$ cat src/rtl/instr_mem_pipe.sv
// Fetch-stage instruction memory: DEPTH x IW array with a program-load write port
// and a READ_LAT-deep registered read path with stall, flush and address checking.
module instr_mem_pipe #(
    parameter int            IW       = 16,
    parameter int            AW       = 6,
    parameter int            DEPTH    = 64,
    parameter int            PC_SHIFT = 0,
    parameter int            READ_LAT = 1,
    parameter logic [IW-1:0] NOP      = '0
) (
    input  logic                   CLOCK,
    input  logic                   in_rst_n,
    input  logic [AW-1:0]          in_pc,
    input  logic                   in_rd_en,
    input  logic                   in_stall,
    input  logic                   in_flush,
    input  logic                   in_wr_en,
    input  logic [AW-PC_SHIFT-1:0] in_wr_addr,
    input  logic [IW-1:0]          in_wr_data,
    output logic [IW-1:0]          out_instrn,
    output logic [AW-1:0]          out_pc,
    output logic                   out_valid,
    output logic                   out_addr_err
);

    localparam int MEM_AW = (DEPTH > 1) ? $clog2(DEPTH) : 1;

    logic [IW-1:0]     mem [DEPTH];
    logic [MEM_AW-1:0] rd_idx;
    logic              rd_err;

    logic [IW-1:0]     instrn_p1;
    logic [AW-1:0]     pc_p1;
    logic              vld_p1;
    logic              err_p1;

    // Misaligned low PC bits or a word index past the end of the array.
    function automatic logic fetch_err(input logic [AW-1:0] pc);
        logic [AW-1:0] align_mask;
        align_mask = AW'((1 << PC_SHIFT) - 1);
        return ((pc & align_mask) != '0) || (32'(pc >> PC_SHIFT) >= DEPTH);
    endfunction

    assign rd_idx = in_pc[PC_SHIFT +: MEM_AW];
    assign rd_err = fetch_err(in_pc);

    always_ff @(posedge CLOCK) begin
        if (in_wr_en && (32'(in_wr_addr) < DEPTH)) begin
            mem[in_wr_addr[MEM_AW-1:0]] <= in_wr_data;
        end
    end

    // Stage 1: array read (read-first against a same-edge write)
    always_ff @(posedge CLOCK or negedge in_rst_n) begin
        if (!in_rst_n) begin
            instrn_p1 <= NOP;
            pc_p1     <= '0;
            vld_p1    <= 1'b0;
            err_p1    <= 1'b0;
        end else if (in_flush) begin
            instrn_p1 <= NOP;
            vld_p1    <= 1'b0;
            err_p1    <= 1'b0;
        end else if (!in_stall) begin
            if (in_rd_en) begin
                instrn_p1 <= rd_err ? NOP : mem[rd_idx];
                pc_p1     <= in_pc;
                vld_p1    <= 1'b1;
                err_p1    <= rd_err;
            end else begin
                instrn_p1 <= NOP;
                vld_p1    <= 1'b0;
                err_p1    <= 1'b0;
            end
        end
    end

    generate
        if (READ_LAT == 2) begin : g_lat2
            logic [IW-1:0] instrn_p2;
            logic [AW-1:0] pc_p2;
            logic          vld_p2;
            logic          err_p2;

            // Stage 2: output register, moves in lockstep with stage 1
            always_ff @(posedge CLOCK or negedge in_rst_n) begin
                if (!in_rst_n) begin
                    instrn_p2 <= NOP;
                    pc_p2     <= '0;
                    vld_p2    <= 1'b0;
                    err_p2    <= 1'b0;
                end else if (in_flush) begin
                    instrn_p2 <= NOP;
                    vld_p2    <= 1'b0;
                    err_p2    <= 1'b0;
                end else if (!in_stall) begin
                    instrn_p2 <= instrn_p1;
                    pc_p2     <= pc_p1;
                    vld_p2    <= vld_p1;
                    err_p2    <= err_p1;
                end
            end

            assign out_instrn   = instrn_p2;
            assign out_pc       = pc_p2;
            assign out_valid    = vld_p2;
            assign out_addr_err = err_p2;
        end else begin : g_lat1
            assign out_instrn   = instrn_p1;
            assign out_pc       = pc_p1;
            assign out_valid    = vld_p1;
            assign out_addr_err = err_p1;
        end
    endgenerate

endmodule
$ cat config.mk
export PLATFORM = sky130hd
export DESIGN_NAME = instr_mem_pipe
export DESIGN_NICKNAME = d
export VERILOG_FILES = /design/src/rtl/instr_mem_pipe.sv
export SDC_FILE = /design/constraint.sdc
export NUM_CORES = 1
export LEC_CHECK = 0
export CAP_MARGIN = 10
export CORE_MARGIN = 1
export CORE_UTILIZATION = 45
export DETAILED_ROUTE_END_ITERATION = 10
export PLACE_DENSITY_LB_ADDON = 0.3
export SLEW_MARGIN = 0
export SYNTH_ARGS = -nofsm -noshare
export SYNTH_HDL_FRONTEND = slang
export SYNTH_SLANG_ARGS = --single-unit
$ cat constraint.sdc
create_clock -name CLOCK -period 4.32 [get_ports CLOCK]
set_input_delay 1.08 -clock CLOCK [delete_from_list [all_inputs] [get_ports CLOCK]]
set_output_delay 1.08 -clock CLOCK [all_outputs]
set_load 0.02 [all_outputs]
==> results.md, run 1 <==
* Status: complete, but fails checks
* Violated checks: design-rule violations
* Clk root buf: clkbuf_16
* CP cell instances: buf_8 -> buf_4 -> mux4_2 -> a22oi_1 -> o21ai_0 -> a22oi_1 -> nand3_1
* Post-synthesis compound-gate area fraction at approximately 2.1%
* Post-CTS sizing at 0
* Initial DRC count at 2,520
* Layout Skew at between 0.02 and 0.03 ns
* Sw Ratio at 20.60%
* CTS sink count at 1,047
* Routed wire length at ~96,000 um
* Crit path time final at 3.036 ns
* Worst Setup SP: in_pc[0]
* Simple-Gate Fraction of Synth Area at between 1.5 and 2%
* Largest net degree at the start of global routing at 65
* Post-DP Area at ~0.043 mm2
* Yosys reg bits at 1,047
* HP Class: reg2reg
* Final worst setup slack at 1.284 ns
* Initial antenna violation count at 5
* Worst EP required at 4.84 ns
* Total Power at 21.33 mW
* Maximum clock path buffer count at 3
* GRT overflow at 0
* Crit Reg-Reg Endpoint: out_instrn[6]
* Origin of the critical flop-to-flop path: mem[0][6]
* Critical Path Sink Type: flip-flop
* Internal power at ~17 mW
* Mapped Cells at between 1,500 and 2,000
* Endpoints failing hold at 0
* Via count at 19,230
* Sequential share of power at 52.9%
* Port Buf Inserts at 56
* Worst EP arrival at 3.55 ns
* Fin crit share at between 70% and 80%
* Setup WS pre-CTS at 0.5618 ns
* Layout cells sized above 1 at 27.18%
* Post-Syn Area per Cell at around 23 um2
* Combinational share of power at a little over 5%
* Sequential area share after synthesis at 77.84%
* Cts hold-fix bufs at 0
* First-pass GRT wire length at 140,000 um
* CP Class: in2reg
* Leak at 14.74 nW
* Slew Viols, Final at 0
* Final setup violation count at 0
* Synth Flop Type: edfxtp_1
* Number of global-route vias before repair at 19,360
* RSZ-0062 raised after global routing: false
* Postcts setup bufs at 0
* Startpoint Class: input pin
* Max IR drop VDD at 0.3121 mV
* TritonCTS clock tree: built
* Cell repeated most along the worst path: a22oi_1
* Commonest cells after routing, fill and taps aside: edfxtp_1, mux4_2, buf_4
* Synth Cell Area at between 0.04 and 0.05 mm2
* Mux cell area share after synthesis at between 15 and 20%
* Asr flop ratio synth at roughly 2.2%
* DP HPWL at 59,570 um
* Clock power share at between 40% and 50%
* Die X at 301.1 um
* Residual DRC at 28
* Core area at 0.08851 mm2
* Commonest non-fill, non-tap cell in the layout: edfxtp_1
* Iteration count of the initial detailed-routing pass at 8
* Syn Nets at 1,815
* Slew at the pin closest to its max-slew limit at between 1 and 1.5 ns
* Die Ht at 301.1 um
* Crit path max fanout at 42
* Setup crit end: out_instrn[7]
* GRT Total Usage at 21.67%
* Main combinational cell family by area after synthesis: multiplexers
* Post-Synth Adder-Cell Area at 0%
* Largest stage delay, worst path at 0.51 ns
* Initial Util at roughly 45%
* Peak Freq at 0.3294 GHz
* Cell Pwr Density at 462.8 mW/mm2
* Max cap viols at 0
* WL/cell at just under 30 um
* Reg2reg setup slack at about 2.2 ns
* XOR/XNOR share of the synthesized area at 0%
* Max-slew headroom at 18.19%
* Cts bufs inserted at 102
* Die area at between 0.09 and 0.1 mm2
* Post-layout instance area at 0.04609 mm2
* Top Ports at 58
* Worst Reg-to-Reg Cells at 5
* Synth-to-Final Area Change at 14.52%
* Clk pin slew, worst setup/hold paths at roughly 0.060 ns
* Distinct cells, synth at 39
* EDFF count, synth at about 1,000
* YS warnings at 0
* Routed Antenna Nets at 0
* Nets at 2,010
* Worst skew pair latency at 0.66 ns
* Routed vias/inst at 5.961
* Placement Rows at 109
* Htree depth at 3
* RePlAce Congestion at approximately 0.96
* Fin Setup TNS at 0 ns
* CP max-delay cell: mux4_2
* P_sw at approximately 4.4 mW
worst max-delay path: cells and delay by family:
| kind | cells | cell delay, ns |
|---|---|---|
| AO/OA/AOI/OAI | 3 | 1.04 |
| buffers and inverters | 2 | 0.71 |
| multiplexers | 1 | 0.51 |
| AND/OR/NAND/NOR | 1 | 0.14 |
cells in the mapped netlist (11+ instances only):
master / number / area share [%]
a21oi_1: 20 / 0.25
a221oi_1: 16 / 0.35
a22oi_1: 33 / 0.62
buf_2: 27 / 0.34
buf_4: 20 / 0.37
buf_6: 15 / 0.42
clkbuf_1: 26 / 0.24
dfrtp_1: 23 / 1.4
edfxtp_1: 1024 / 76
mux2i_1: 89 / 2.2
mux4_2: 256 / 14
nand2_1: 36 / 0.34
nand3_1: 23 / 0.29
nor2_1: 72 / 0.67
o21ai_0: 15 / 0.19
o22ai_1: 11 / 0.17
cell type report:
cell class              instances  area [um2]
multi-input cells             637        8310
flip-flops and latches       1047       31330
fillers                      6758       42420
repair buffers                186        1600
clock inverters                63       639.4
inverters                       2       7.507
clock buffers                 125        2745
diodes                          1       2.502
well taps                    1165        1458
logic make-up (layout without fill, tap and decap cells):
group | count (synthesis) | count (layout)
buffers and inverters | 97 | 376
muxes | 352 | 352
and+or+nand+nor | 162 | 162
DFF | 1047 | 1047
other | 1 | 2
AOI/OAI and AO/OA | 122 | 122
layer usage:
metal | share of wire, % | vias up | global-route usage, %
met2 | 47 | 866 | 33.53
met3 | 8.3 | 139 | 4.308
met1 | 42 | 10290 | 31.69
li1 | - | 7927 | -
met5 | 0.034 | - | 0
met4 | 2.2 | 8 | 5.620
flip-flops by register name, indices dropped and copies added (netlist names):
name	flops
mem	1024
out_instrn	16
out_pc	6
out_valid	1
worst min-delay path by stage:
stage	startpoint	end	depth (start not counted)
global placement	out_valid	out_valid	1
global route	out_valid	out_valid	1
detailed placement	out_valid	out_valid	1
finish	out_valid	out_valid	1
CTS	out_valid	out_valid	1
floorplan	out_valid	out_valid	1
power groups by stage:
stage / clock [mW] / sequential, mW / combinational (mW)
after floorplan: 0 / 11.5 / 0.570
after global placement: 0 / 11.5 / 1.08
after detailed placement: 0 / 11.5 / 1.10
after CTS: 9.09 / 11.3 / 1.10
after global routing: 9.49 / 11.3 / 1.16
final: 8.96 / 11.3 / 1.09
per-stage QoR:
step                util (%)  std cells  hold slack (ns)
finish                 52.07       3226           0.4889
floorplan                  -       1781           0.5953
global placement       48.20       3035           0.4651
detailed placement     48.20       3035           0.4826
global route           52.07       3225           0.5116
CTS                    52.02       3223           0.4959
Power figures use the tool's default switching activity.
==> run 2, diff against run 1 <==
==> constraint.sdc (replaced) <==
create_clock -name CLOCK -period 2.67 [get_ports CLOCK]
set_input_delay 0.6675 -clock CLOCK [delete_from_list [all_inputs] [get_ports CLOCK]]
set_output_delay 0.6675 -clock CLOCK [all_outputs]
set_load 0.02 [all_outputs]
==> run 2 against run 1 <==
The run still ends with design-rule violations left. Global-route usage rose by 0.97 points. Register-to-register slack worse by 1.7 ns. Via count is 4.3% higher. Clock skew grew 0.011 ns. Cell area increased by 4.9%. Hold slack worse by 0.10 ns. Critical path type unchanged. Highest routed layer unchanged.
==> results.md, run 2 (synthesis gave the netlist of run 1 again) <==
* Hold Crit Start: in_pc[3]
* Violated checks: design-rule violations
* Clk pin slew, worst setup/hold paths at 0.06 ns (about the same)
* Number of global-route vias before repair at 20,430 (+5.5%)
* Critical Path Sink Type: flip-flop
* Synth-to-Final Area Change at 20.13%
* Die area at 0.09063 mm2 (unchanged)
* Fin Setup TNS at 0 ns (unchanged)
* Max cap viols at 0 (unchanged)
* Origin of the critical flop-to-flop path: mem[39][3]
* Die Ht at 301.1 um (unchanged)
* Die X at 301.1 um (unchanged)
* Peak Freq at 0.3820 GHz
* GRT Total Usage at 22.64% (+0.97 points)
* RSZ-0062 raised after global routing: false
* Cell Pwr Density at 721.2 mW/mm2 (+56%)
* TritonCTS clock tree: built
* Htree depth at 3 (unchanged)
* Routed vias/inst at 5.907 (-0.91%)
* Maximum clock path buffer count at 3 (unchanged)
* Iteration count of the initial detailed-routing pass at 8 (unchanged)
* Fin cells at 3,397 (+5.3%)
* Residual DRC at 18 (-36%)
* Layout Skew at 0.04063 ns (+0.01077 ns)
* DP HPWL at 64,890 um (+8.9%)
* Placement Rows at 109 (unchanged)
* CP Class: in2reg
* Worst EP required at 3.25 ns (-1.59 ns)
* GRT overflow at 0 (unchanged)
* Nets at 2,182 (+8.6%)
* Via count at 20,070 (+4.3%)
* Worst EP arrival at 3.20 ns (-0.35 ns)
* Commonest non-fill, non-tap cell in the layout: edfxtp_1
* Clk root buf: clkbuf_16
* Final setup violation count at 0 (unchanged)
* Postcts setup bufs at 0 (unchanged)
* Top Ports at 58 (unchanged)
* Startpoint Class: input pin
* Initial DRC count at 2,321 (-7.9%)
* Slew Viols, Final at 0 (unchanged)
* Initial Util at 45.47% (unchanged)
* CTS sink count at 1,047 (unchanged)
* Endpoints failing hold at 0 (unchanged)
* First-pass GRT wire length at 144,700 um (+3.4%)
* RePlAce Congestion at 0.8386 (-12%)
* Crit path max fanout at 23 (-45%)
* Layout cells sized above 1 at 33.30% (+6.1 points)
* Crit path time final at 2.618 ns
* Core area at 0.08851 mm2 (unchanged)
* WHS at 0.3845 ns (-0.1043 ns)
* Cts hold-fix bufs at 0 (unchanged)
* Routed Antenna Nets at 0 (unchanged)
* Status: complete, but fails checks
* Largest register FFs at 1,024 (unchanged)
* Largest net degree at the start of global routing at 65 (unchanged)
* Leak at 15.87 nW (+7.7%)
* Total Power at 34.87 mW (+63%)
* Commonest cells after routing, fill and taps aside: edfxtp_1, mux4_2, buf_4
* Worst skew pair latency at 0.67 ns (about the same)
* Port Buf Inserts at 56 (unchanged)
* Routed wire length at 101,200 um (+5.6%)
* HP Class: in2reg
* WL/cell at 29.80 um (+0.31%)
* Worst Setup SP: in_pc[4]
* Fin crit share at a little over nine tenths
* Initial antenna violation count at 3 (-2)
* Cts bufs inserted at 102 (unchanged)
* Max IR drop VDD at 0.4522 mV (+45%)
* Max-slew headroom at 46.93% (+29 points)
* Slew at the pin closest to its max-slew limit at 0.7960 ns (-0.4311 ns)
* Inst Count DP at 3,209 (+5.7%)
run 2: timing repair:
action / 4_1_cts / 5_1_grt
resized for setup: 1 / 4
endpoints found under the setup margin: 1 / 3
pin swaps: 0 / 0
run 2: final timing paths:
path,end,slack (ns),cells past startpoint
setup / recovery,out_instrn[11],0.05,7
hold / removal,out_pc[3],0.38,2
setup reg to reg,out_instrn[3],0.51,6
hold reg to reg,out_valid,0.49,1
max in group asynchronous,out_pc[1],1.83,2
min in group asynchronous,out_pc[2],0.47,2
run 2: layout make-up:
class                      count  area [um2]
antenna                        1       2.502
clock buffer                 134        2839
clock inverter                53       574.3
fill                        6551       40160
inverter                       2       7.507
multi-input combinational    637        8332
sequential                  1047       31330
tap                         1165        1458
timing repair buffer         358        3809
run 2: power breakdown:
| part | internal, mW | switching, mW | total [mW] |
|---|---|---|---|
| Combinational | 0.896 | 1.17 | 2.07 |
| Sequential | 18.2 | 0.0641 | 18.2 |
| Clock | 8.61 | 5.95 | 14.6 |
| Total | 27.7 | 7.19 | 34.9 |
run 2: worst max-delay path: stages:
cell and delay, ns:
clkdlybuf4s50_1 0.61, buf_6 0.32, nand3b_1 0.33, o22ai_1 0.15, a211oi_1 0.64, nand2_1 0.34, nand3_1 0.13
run 2: metrics by stage:
step | util [%] | worst slack, ns | area [um2]
after floorplan | - | 0.1992 | 40250
after global placement | 50.73 | -0.7294 | 44910
after detailed placement | 50.73 | -0.6837 | 44910
after CTS | 54.60 | 0.02269 | 48320
after global routing | 54.62 | 0.05348 | 48340
final | 54.62 | 0.05248 | 48350
run 2: per-layer routing:
| layer | routed length (um) | global-route usage (%) |
|---|---|---|
| met1 | 41030 | 31.83 |
| met2 | 47250 | 34.91 |
| met3 | 9531 | 5.309 |
| met4 | 3410 | 7.868 |
| met5 | 8 | 0 |
==> variant: new RTL, config.mk and constraints of run 2 <==
Change the parameter `IW` from 16 to 15.
--- a/src/rtl/instr_mem_pipe.sv
+++ b/src/rtl/instr_mem_pipe.sv
@@ -2,5 +2,5 @@
 // and a READ_LAT-deep registered read path with stall, flush and address checking.
 module instr_mem_pipe #(
-    parameter int            IW       = 16,
+    parameter int            IW       = 15,
     parameter int            AW       = 6,
     parameter int            DEPTH    = 64,
Interface: changed (resized in_wr_data and out_instrn); port bits go from 58 to 56. No check against the original RTL was run, so the function may have changed too.
==> variant against run 2 <==
Wire length is 9.7% lower. Worst setup slack better by 0.089 ns. Core utilization is 0.16 points higher. Clock skew is 0.017 ns lower. Power is 7.7% lower. Sequential cell count is 65 lower. Sequential power is 6% lower. Cell area is 6.5% lower. Synthesized area is 6.4% lower. Critical path type is now flop to primary output. Highest routed layer unchanged.
==> variant: results (changes against run 2) <==
CTS
The clock transition at the registers of the reported paths is 0.06 ns (about the same). The count of hold buffers inserted by post-cts repair is 0 (unchanged). The total clock buffers created by CTS is 98 (-3.9%).

The H-tree depth is 3 (unchanged). The count of instances resized after the clock tree is built is 0 (-1).

Cells and area
The layout filler cell count is 6136 (-6.3%). The number of flip-flops in the largest register is 960 (-6.3%). The net count of the finished layout is 2039 (-6.6%). The number of inserted diodes is 0 (-1). The ratio of cells with drive above 1 in the final layout is 0.329 (-0.00418).

Hold path
The path category of the worst min-delay check is input port to asynchronous set/reset pin.

Placed design
The quantity of I/O buffers inserted on ports is 54 (-3.6%). The worst setup slack before clock tree synthesis came to -0.389 ns (+0.294 ns). The half-perimeter wire length of the detailed placement result is 58.1 mm (-10%). The placer's final routability congestion estimate is 0.912 (+8.8%).

Yosys
The synthesized net count was 1702 (-6.2%). The sequential-to-total area share from yosys stat is 0.780 (+0.00129). The number of enable flip-flop cells after synthesis is 960 (-6.3%). Yosys attributes the largest share of cell area to edfxtp_1 77%, mux4_2 14%, mux2i_1 1.9%, dfrtp_1 1.5%, a22oi_1 0.86%. The number of warnings issued by yosys is 0 (unchanged). The share of async-settable or async-resettable flops after synthesis was 0.0224 (+0.000436). Counting instances in the post-synthesis netlist gives the leading cell types as 960 x edfxtp_1, 241 x mux4_2, 71 x nor2_1.

Timing
The slew at the pin with the worst max-slew slack was 0.907 ns (+0.111 ns). The final worst clock skew was 0.0236 ns (-0.0171 ns).

Power
The share of power burned in combinational logic is 0.061 (+0.002). The internal power of the cells is 25.5 mW (-8.0%). The clock share of power is 0.408 (-0.010).

The cell leakage power was 14.8 nW (-6.9%). The largest vdd supply drop is 0.463 mV (+2.4%).

Route
The wire length per cell after detailed routing was 29.0 um (-2.7%). The number of detailed-route iterations in the first pass came to 5 (-3). The count of routing violations after the opening detailed-route iteration was 1739 (-25%). The total via count after detailed routing was 18700 (-6.8%).

Critical path
The cell at the slowest stage of the critical path is clkdlybuf4s50_1. The highest cell delay on the worst timing path is 0.68 ns (+0.04 ns). The highest net fanout along the worst path is 2 (-91%).

The data arrival time of the critical path came to 1.86 ns (-1.34 ns).

Run status
The run finished with clean final reports.

Global routing
The initial antenna violation count came to 4 (+1). The global-route wire length before repair came to 132 mm (-8.6%). The global routing usage summed across all routing layers was 0.218 (-0.00861).

Job
The reported max-cap violation count is 0 (unchanged).
variant: cell types whose count changed after synthesis, moves of 11 or more:
cell      change
edfxtp_1     -64
mux2i_1      -19
mux4_2       -15
o21ai_0      -13
buf_2        +12
a221oi_1     -11
variant: layout make-up:
cell class                 count  area share
inverter                       1   0.0000831
clock inverter                43     0.00878
clock buffer                 134      0.0589
multi-input combinational    595       0.173
sequential                   982       0.650
tap                         1070      0.0296
timing repair buffer         328      0.0796
variant: cells by family after synthesis:
family | share of synthesized area
compound gates | 0.0207
flops | 0.780
simple gates | 0.0193
other cells | 0.0000995
mux | 0.167
buf+inv | 0.0131
variant: stage by stage:
stage / power (mW) / std cells / cell area, um^2 / setup TNS [ns]
finish: 32.2 / 3153 / 45200 / 0
global route: 33.0 / 3153 / 45200 / 0
CTS: 32.4 / 3153 / 45200 / 0
detailed placement: 19.4 / 2976 / 42100 / -4.24
global placement: 19.3 / 2976 / 42100 / -3.39
floorplan: 18.3 / 1669 / 37700 / 0
variant: routing by layer:
metal | wire length (um) | GRT usage | up-vias
met5 | 39 | 0 | -
met4 | 2340 | 0.0639 | 6
met3 | 8240 | 0.0532 | 148
met2 | 44100 | 0.346 | 829
met1 | 36700 | 0.300 | 9958
li1 | - | - | 7751
variant: worst paths after layout:
path	cells past startpoint	to	slack, ns	start
min in group CLOCK	1	out_valid	0.48	out_valid
max in group asynchronous	2	out_pc[4]	1.97	in_rst_n
max	1	out_instrn[1]	0.14	out_instrn[1]
min	2	out_valid	0.38	in_rst_n
min reg2reg	1	out_valid	0.48	out_valid
max reg2reg	4	out_instrn[10]	0.48	mem[3][10]
